**src/rtl/prach_buffer_cp_unpack.sv**
```systemverilog
// PRACH CP buffer read-side unpacker: pops packed words from the FIFO,
// serializes one sample per cycle, strips the cyclic prefix.
module prach_buffer_cp_unpack #(
    parameter int WIDTH = 144,
    parameter int LANES = 4,
    parameter int CNT_W = 16
) (
    input  logic                     clk,
    input  logic                     rst_n,
    input  logic                     start,
    input  logic [CNT_W-1:0]         cfg_cp_len,
    input  logic [CNT_W-1:0]         cfg_seq_len,
    output logic                     busy,
    output logic                     done,
    input  logic [WIDTH-1:0]         in_data,
    input  logic                     in_valid,
    output logic                     in_ready,
    output logic [WIDTH/LANES-1:0]   out_data,
    output logic                     out_valid,
    input  logic                     out_ready,
    output logic                     out_last
);

    localparam int SW = WIDTH / LANES;
    localparam int LW = (LANES > 1) ? $clog2(LANES) : 1;

    typedef enum logic [1:0] {
        S_IDLE,
        S_CP,
        S_SEQ
    } state_t;

    state_t           state_q, state_d;
    logic [WIDTH-1:0] word_q, word_d;
    logic             word_vld_q, word_vld_d;
    logic [LW-1:0]    lane_q, lane_d;
    logic [CNT_W-1:0] cp_cnt_q, cp_cnt_d;
    logic [CNT_W-1:0] seq_cnt_q, seq_cnt_d;
    logic [CNT_W-1:0] cp_len_q, cp_len_d;
    logic [CNT_W-1:0] seq_len_q, seq_len_d;
    logic             done_q, done_d;

    logic consume;
    logic lane_end;
    logic seq_final;
    logic load;

    // A held lane is used up: discarded in CP, handed off in SEQ
    always_comb begin
        consume = 1'b0;
        if (word_vld_q) begin
            if (state_q == S_CP) begin
                consume = 1'b1;
            end else if (state_q == S_SEQ) begin
                consume = out_ready;
            end
        end
    end

    assign lane_end  = (lane_q == LW'(LANES - 1));
    assign seq_final = (state_q == S_SEQ) &&
                       (seq_cnt_q == seq_len_q - CNT_W'(1));

    // Refill when empty, or on the wrap of the last lane unless the
    // occasion ends on it (keeps the next occasion word-aligned)
    assign in_ready = (state_q != S_IDLE) &&
                      (!word_vld_q ||
                       (consume && lane_end && !seq_final));
    assign load     = in_valid && in_ready;

    assign busy      = (state_q != S_IDLE);
    assign done      = done_q;
    assign out_valid = (state_q == S_SEQ) && word_vld_q;
    assign out_last  = seq_final;

    // Present the lane selected by the lane pointer
    always_comb begin
        out_data = '0;
        for (int i = 0; i < LANES; i++) begin
            if (lane_q == LW'(i)) begin
                out_data = word_q[i*SW +: SW];
            end
        end
    end

    // Next-state: occasion control, lane walk, counters, refill
    always_comb begin
        state_d    = state_q;
        word_d     = word_q;
        word_vld_d = word_vld_q;
        lane_d     = lane_q;
        cp_cnt_d   = cp_cnt_q;
        seq_cnt_d  = seq_cnt_q;
        cp_len_d   = cp_len_q;
        seq_len_d  = seq_len_q;
        done_d     = 1'b0;

        if (state_q == S_IDLE) begin
            if (start && (cfg_seq_len != '0)) begin
                cp_len_d   = cfg_cp_len;
                seq_len_d  = cfg_seq_len;
                cp_cnt_d   = '0;
                seq_cnt_d  = '0;
                lane_d     = '0;
                word_vld_d = 1'b0;
                state_d    = (cfg_cp_len != '0) ? S_CP : S_SEQ;
            end
        end else begin
            if (consume) begin
                if (lane_end) begin
                    lane_d     = '0;
                    word_vld_d = 1'b0;
                end else begin
                    lane_d = lane_q + LW'(1);
                end
            end

            if (load) begin
                word_d     = in_data;
                word_vld_d = 1'b1;
                lane_d     = '0;
            end

            if (consume && (state_q == S_CP)) begin
                cp_cnt_d = cp_cnt_q + CNT_W'(1);
                if (cp_cnt_q == cp_len_q - CNT_W'(1)) begin
                    state_d = S_SEQ;
                end
            end

            if (consume && (state_q == S_SEQ)) begin
                seq_cnt_d = seq_cnt_q + CNT_W'(1);
                if (seq_final) begin
                    word_vld_d = 1'b0;
                    state_d    = S_IDLE;
                    done_d     = 1'b1;
                end
            end
        end
    end

    // State registers with asynchronous clear
    always_ff @(posedge clk or negedge rst_n) begin
        if (!rst_n) begin
            state_q    <= S_IDLE;
            word_q     <= '0;
            word_vld_q <= 1'b0;
            lane_q     <= '0;
            cp_cnt_q   <= '0;
            seq_cnt_q  <= '0;
            cp_len_q   <= '0;
            seq_len_q  <= '0;
            done_q     <= 1'b0;
        end else begin
            state_q    <= state_d;
            word_q     <= word_d;
            word_vld_q <= word_vld_d;
            lane_q     <= lane_d;
            cp_cnt_q   <= cp_cnt_d;
            seq_cnt_q  <= seq_cnt_d;
            cp_len_q   <= cp_len_d;
            seq_len_q  <= seq_len_d;
            done_q     <= done_d;
        end
    end

endmodule

```
**config.mk**
```make
export PLATFORM = sky130hd
export DESIGN_NAME = prach_buffer_cp_unpack
export DESIGN_NICKNAME = d
export VERILOG_FILES = /design/src/rtl/prach_buffer_cp_unpack.sv
export SDC_FILE = /design/constraint.sdc
export NUM_CORES = 1
export LEC_CHECK = 0
export BUFFER_PORTS_ARGS = -buffer_cell sky130_fd_sc_hd__buf_2
export CAP_MARGIN = 0
export CORE_ASPECT_RATIO = 1.25
export CORE_MARGIN = 2
export CORE_UTILIZATION = 56
export DETAILED_ROUTE_END_ITERATION = 16
export PLACE_DENSITY = 0.81
export SETUP_SLACK_MARGIN = 0.5
export SLEW_MARGIN = 15
export SYNTH_ARGS = -nofsm -noshare
export SYNTH_HDL_FRONTEND = slang
export SYNTH_SLANG_ARGS = --single-unit
```
**constraint.sdc**
```tcl
create_clock -name clk -period 3.8 [get_ports clk]
set_input_delay 0.57 -clock clk [delete_from_list [all_inputs] [get_ports clk]]
set_output_delay 0.57 -clock clk [all_outputs]
set_load 0.05 [all_outputs]
```
# --- Word-level counts from Yosys, hierarchy flattened ---
# Index checks and enable logic that the tools add are counted.
totals:
  wordCells: 82
  reg_bits: 214
  output_inout_bits: 41
  in_bits: 181
op_classes:
  n_reduce_logical: 25
  mux: 34
  eq_ne: 8
  n_bitwise: 1
  add_sub_neg: 5
ops:
  columns: ["op", "count"]
  rows:
  - ["two-way mux 36 bit", 4]
  - ["two-way mux 16 bit", 5]
  - ["adder 16 x 1 -> 16 bit, second input constant", 2]
  - ["equality test 16 bit", 2]
  - ["nonzero test 16 bit", 2]
  - ["subtractor 16 x 1 -> 16 bit, second input constant", 2]
  - ["two-way mux 2 bit", 12]
  - ["two-way mux 1 bit", 13]
  - ["AND reduction 2 bit", 5]
  - ["logical AND 1 bit", 9]
  - ["equality test 2 bit, second input constant", 3]
  - ["nonzero test 2 bit", 3]
  - ["equality test 2 x 1 -> 1 bit, second input constant", 2]
  - ["logical NOT 2 bit", 2]
  - ["nonzero test 3 bit", 1]
  - ["adder 2 x 1 -> 2 bit, second input constant", 1]
  - ["logical NOT 1 bit", 2]
  - ["inequality test 2 x 1 -> 1 bit, second input constant", 1]
  - ["logical OR 1 bit", 1]
  - ["NOT 1 bit", 1]

# --- Logic depth before layout (Yosys ltp) ---
logic_depth:
  depth_word: 13
  ltp_mapped: 12
  mapped_depth_nobuf: 10

# --- Worst setup path after synthesis ---
# No wires, ideal clock.
synth_timing:
  path_type: "reg2out"
  start: "register seq_len_q[5]"
  end: "output in_ready"
  arrival_time_ps: 3188
  path_stages_with_launch: 10
  path_slack_ps: 42
  n_path_buf: 1
  path_cell_list: "dfrtp_1 or4_4 or3_1 buf_2 or4_4 a2111oi_2 o2111a_1 and2_4 nand2b_1 a21oi_1"
synth_via:
  elab_chain_len: 7
synth_lines:
  columns: ["element", "line", "text"]
  rows:
  - ["start, declared", "40", "logic [CNT_W-1:0] seq_len_q, seq_len_d;"]
  - ["start signal, assigned", "162", "seq_len_q <= seq_len_d;"]
  - ["subtractor 16 x 1 -> 16 bit", "62", "(seq_cnt_q == seq_len_q - CNT_W'(1));"]
  - ["equality test 16 bit", "62", null]
  - ["logical AND 1 bit", "61", "assign seq_final = (state_q == S_SEQ) &&"]
  - ["via out_last", "21", "output logic out_last"]
  - ["logical NOT 1 bit", "68", "(consume && lane_end && !seq_final));"]
  - ["logical AND 1 bit", "68", null]
  - ["logical OR 1 bit", "67", "(!word_vld_q ||"]
  - ["logical AND 1 bit", "66", "assign in_ready = (state_q != S_IDLE) &&"]
  - ["end, declared", "17", "output logic in_ready,"]
# The timed path passes the listed nets, and every way through them passes these cells.

# --- Final worst setup path ---
layout_timing:
  start: "register seq_len_q[7]"
  end: "output in_ready"
layout_via:
  elab_chain_len: 7
layout_lines:
  columns: ["element", "line"]
  rows:
  - ["subtractor 16 x 1 -> 16 bit", "62"]
  - ["equality test 16 bit", "62"]
  - ["logical AND 1 bit", "61"]
  - ["logical NOT 1 bit", "68"]
  - ["logical AND 1 bit", "68"]
  - ["logical OR 1 bit", "67"]
  - ["logical AND 1 bit", "66"]
# No other way between the ends.

==> results by group <==
Detailed routing
  • Antenna violation net count after detailed routing: 0
  • TritonRoute pass-1 iters: 4
  • Vias: 8732
  • Starting DRT DRC Count: 484
  • WL per Instance: 17.7 µm
  • Via density: 5.41
  • Drt total wl: 28.6 mm
  • DRC violations left: 0

Timing
  • Tmin final: 3.85 ns
  • Slew Viols, Final: 0
  • Max transition margin: 42.9%
  • Final-report hold violation count: 0
  • Max Freq: 0.260 GHz
  • Final-report setup violation count: 1
  • Setup TNS: -0.0481 ns
  • Fin crit share: 101%
  • RSZ-0062 raised after global routing: true
  • Setup ws final: -0.0481 ns
  • Setup Skew: 0.0138 ns
  • Worst Max-Slew Pin Slew: 0.856 ns

Yosys
  • Most common cell in the netlist: dfrtp_1
  • Synth Flop Type: dfrtp_1
  • Fraction of registers with async set/reset: 100%
  • Post-synth top cells: dfrtp_1 (214), nand2_1 (191), mux2_4 (127)
  • Leading area contributor after synthesis: dfrtp_1
  • Number of synthesized flops with an enable pin: 0
  • Sequential share of the synthesized area: 47.5%
  • Yosys reg bits: 214
  • Synth area leaders: dfrtp_1 (47%), mux2_4 (17%), nand2_1 (6.4%), nor2_1 (4.0%), a21oi_1 (3.7%)
  • Syn_nets: 1268
  • Cells after Synth: 1079
  • Cell Area, Synth: 11300 µm²
  • Netlist cell types: 56
  • Top-area cell type share of the netlist area: 47.5%
  • Synth warnings: 0
  • Synth Area per Inst: 10.5 µm²

Power and ir drop
  • Power, Total: 11400 µW
  • PD cells: 804 nW/µm²
  • Worst vdd ir: 0.583 mV
  • Leakage Power: 0.00686 µW

Floorplan
  • Die width: 131 µm
  • Initial Util: 56.5%
  • Die H: 163 µm
  • Num ports: 222
  • Row count: 58
  • Die Footprint: 21300 µm²
  • Core area: 20000 µm²

Placed design
  • Dpl hpwl: 18.4 mm
  • Placed Area: 12600 µm²
  • RePlAce Congestion: 0.852
  • Number of port buffers: 221
  • Placed Cells: 1526

Cells and area
  • P&R area growth vs syn: 25.7%
  • Final Util: 71.1%
  • Final cell count without fillers: 1615
  • Multi-input logic area: 5620 µm²
  • Number of fill cells in the layout: 1438
  • Layout cells sized above 1: 35.4%
  • Final nets: 1517
  • Storage cell area: 5360 µm²
  • Final instance area: 14200 µm²

Worst setup path
  • Terminus of the critical flop-to-flop path: word_q[19]$_DFFE_PN0P_
  • Worst Setup SP: seq_len_q[7]$_DFFE_PN0P_
  • CP Capture Type: primary output
  • Setup crit end: in_ready
  • WS Path Type: reg -> out
  • R2R Setup Slk: 0.15 ns
  • Crit path launch type: flip-flop
  • Critical Path AT: 3.28 ns
  • Worst R2R Start: seq_len_q[7]$_DFFE_PN0P_
  • Reg2Reg Depth: 13
  • CP required: 3.23 ns
  • Crit-path max FO: 2

GRT
  • Vias in the first global route: 8532
  • First-pass GRT wire length: 41.7 mm
  • GRT Total Usage: 24.2%
  • Pin count of the biggest net entering global routing: 105
  • Grt ovf: 0
  • Initial antenna violation count: 4

Clocking
  • H-tree Lvls: 1
  • CTS Buffer Depth: 3
  • Reg clk slew, reported paths: 0.06 ns
  • Total CTS buffers: 23
  • Clock Sinks: 214
  • TritonCTS clock tree: yes
  • Hold Buf Count CTS: 0
  • Clock Latency Late Sink: 0.50 ns
  • CTS Root Buffer Type: clkbuf_16

Min path
  • Hold crit path type: in -> async

Run
  • Max-Cap Viols: 0

Status
  • Status: complete, but fails checks
  • Failing checks: setup timing
## per-stage QoR
| stage | setup slack, ns | hold WS [ns] |
|---|---|---|
| after floorplan | 0.359 | 0.274 |
| after global placement | 0.301 | 0.467 |
| after detailed placement | 0.215 | 0.476 |
| after CTS | -0.0965 | 0.216 |
| after global routing | -0.123 | 0.243 |
| final | -0.0481 | 0.180 |
## placed cells by master (no fill, tap or decap), types with 3 or more instances in the layout
cell type  synthesis  final
buf_2              2    218
dfrtp_1          214    213
nand2_1          191    191
mux2_4           127    131
nor2_1           121    121
a21oi_1           83     82
o21ai_0           55     55
xor2_1            41     41
clkbuf_16          0     37
buf_4              0     27
xnor2_1           21     21
nor4_1            15     15
nand3_1           15     15
mux2_1            17     13
inv_1             14     12
buf_6              5     10
nand4_1            9      9
buf_12             0      9
nor3_1             9      7
or3_1              7      6
a31oi_1            6      6
clkinv_2           0      6
and3_1             5      5
nor2b_1            4      4
and2_1             5      4
and4_1             4      4
ha_1               8      4
clkbuf_8           0      4
mux2i_1            3      3
ha_2               0      3
buf_16             0      3
## area by class of cell
class,count,share of cell area [%]
tap,270,2.38
multi-input combinational,791,39.6
inverter,14,0.371
antenna,2,0.0353
sequential,214,37.8
clock buffer,28,4.40
timing repair buffer,284,14.5
clock inverter,12,0.865
## worst min-delay path by stage
stage | endpoint
final | seq_len_q[15]$_DFFE_PN0P_
after global routing | seq_len_q[15]$_DFFE_PN0P_
after CTS | seq_len_q[15]$_DFFE_PN0P_
after detailed placement | word_q[62]$_DFFE_PN0P_
after global placement | word_q[60]$_DFFE_PN0P_
after floorplan | cp_cnt_q[0]$_DFFE_PN0P_
## report_power, final
part           leakage, µW  total [µW]  switching (µW)  internal (µW)
logic              0.00388        5510            3080           2430
registers          0.00261        3670             550           3120
clock network     0.000368        2220             916           1310
total              0.00686       11400            4550           6860
## timing repair
action,4_1_cts,5_1_grt
pin swaps,3,7
cloned,0,21
endpoints found under the setup margin,146,149
buffers inserted,7,19
resized for setup,7,33
## per-layer routing
metal	vias up	part of all wire, %	GRT usage, %
li1	4204	-	-
met1	4181	42	31.4
met2	283	49	41.5
met3	60	6.4	4.27
met4	4	2.8	7.30
met5	-	0.080	0
## registers in the layout, summed over array words and instances (netlist names)
register and cells:
cp_cnt_q 16, cp_len_q 16, done 1, lane_q 2, word_vld_q 1, seq_len_q 16, word_q 144, seq_cnt_q 16
state_q 2
## kinds of logic (layout without fill, tap and decap cells)
kind of cell               Yosys count  after routing  synth area share [%]
xor gates and xnor gates            62             62                  4.81
and+or+nand+nor                    402            402                  15.5
muxes                              148            148                  19.0
other                                0              2                     0
buffers and inverters               75            338                  3.85
DFF                                214            214                  47.5
AOI/OAI and AO/OA                  170            171                  8.49
adders and majority gates            8              8                 0.888
## critical path: stages (launching register included)
cell,delay [ns]
dfrtp_1,0.38
or4_4,0.54
or3_4,0.35
or4_4,0.50
a2111oi_4,0.29
o2111a_1,0.23
and2_4,0.15
nand2b_4,0.12
a21oi_4,0.05
buf_6,0.17
Note: power is estimated with default switching activity, not from simulation.
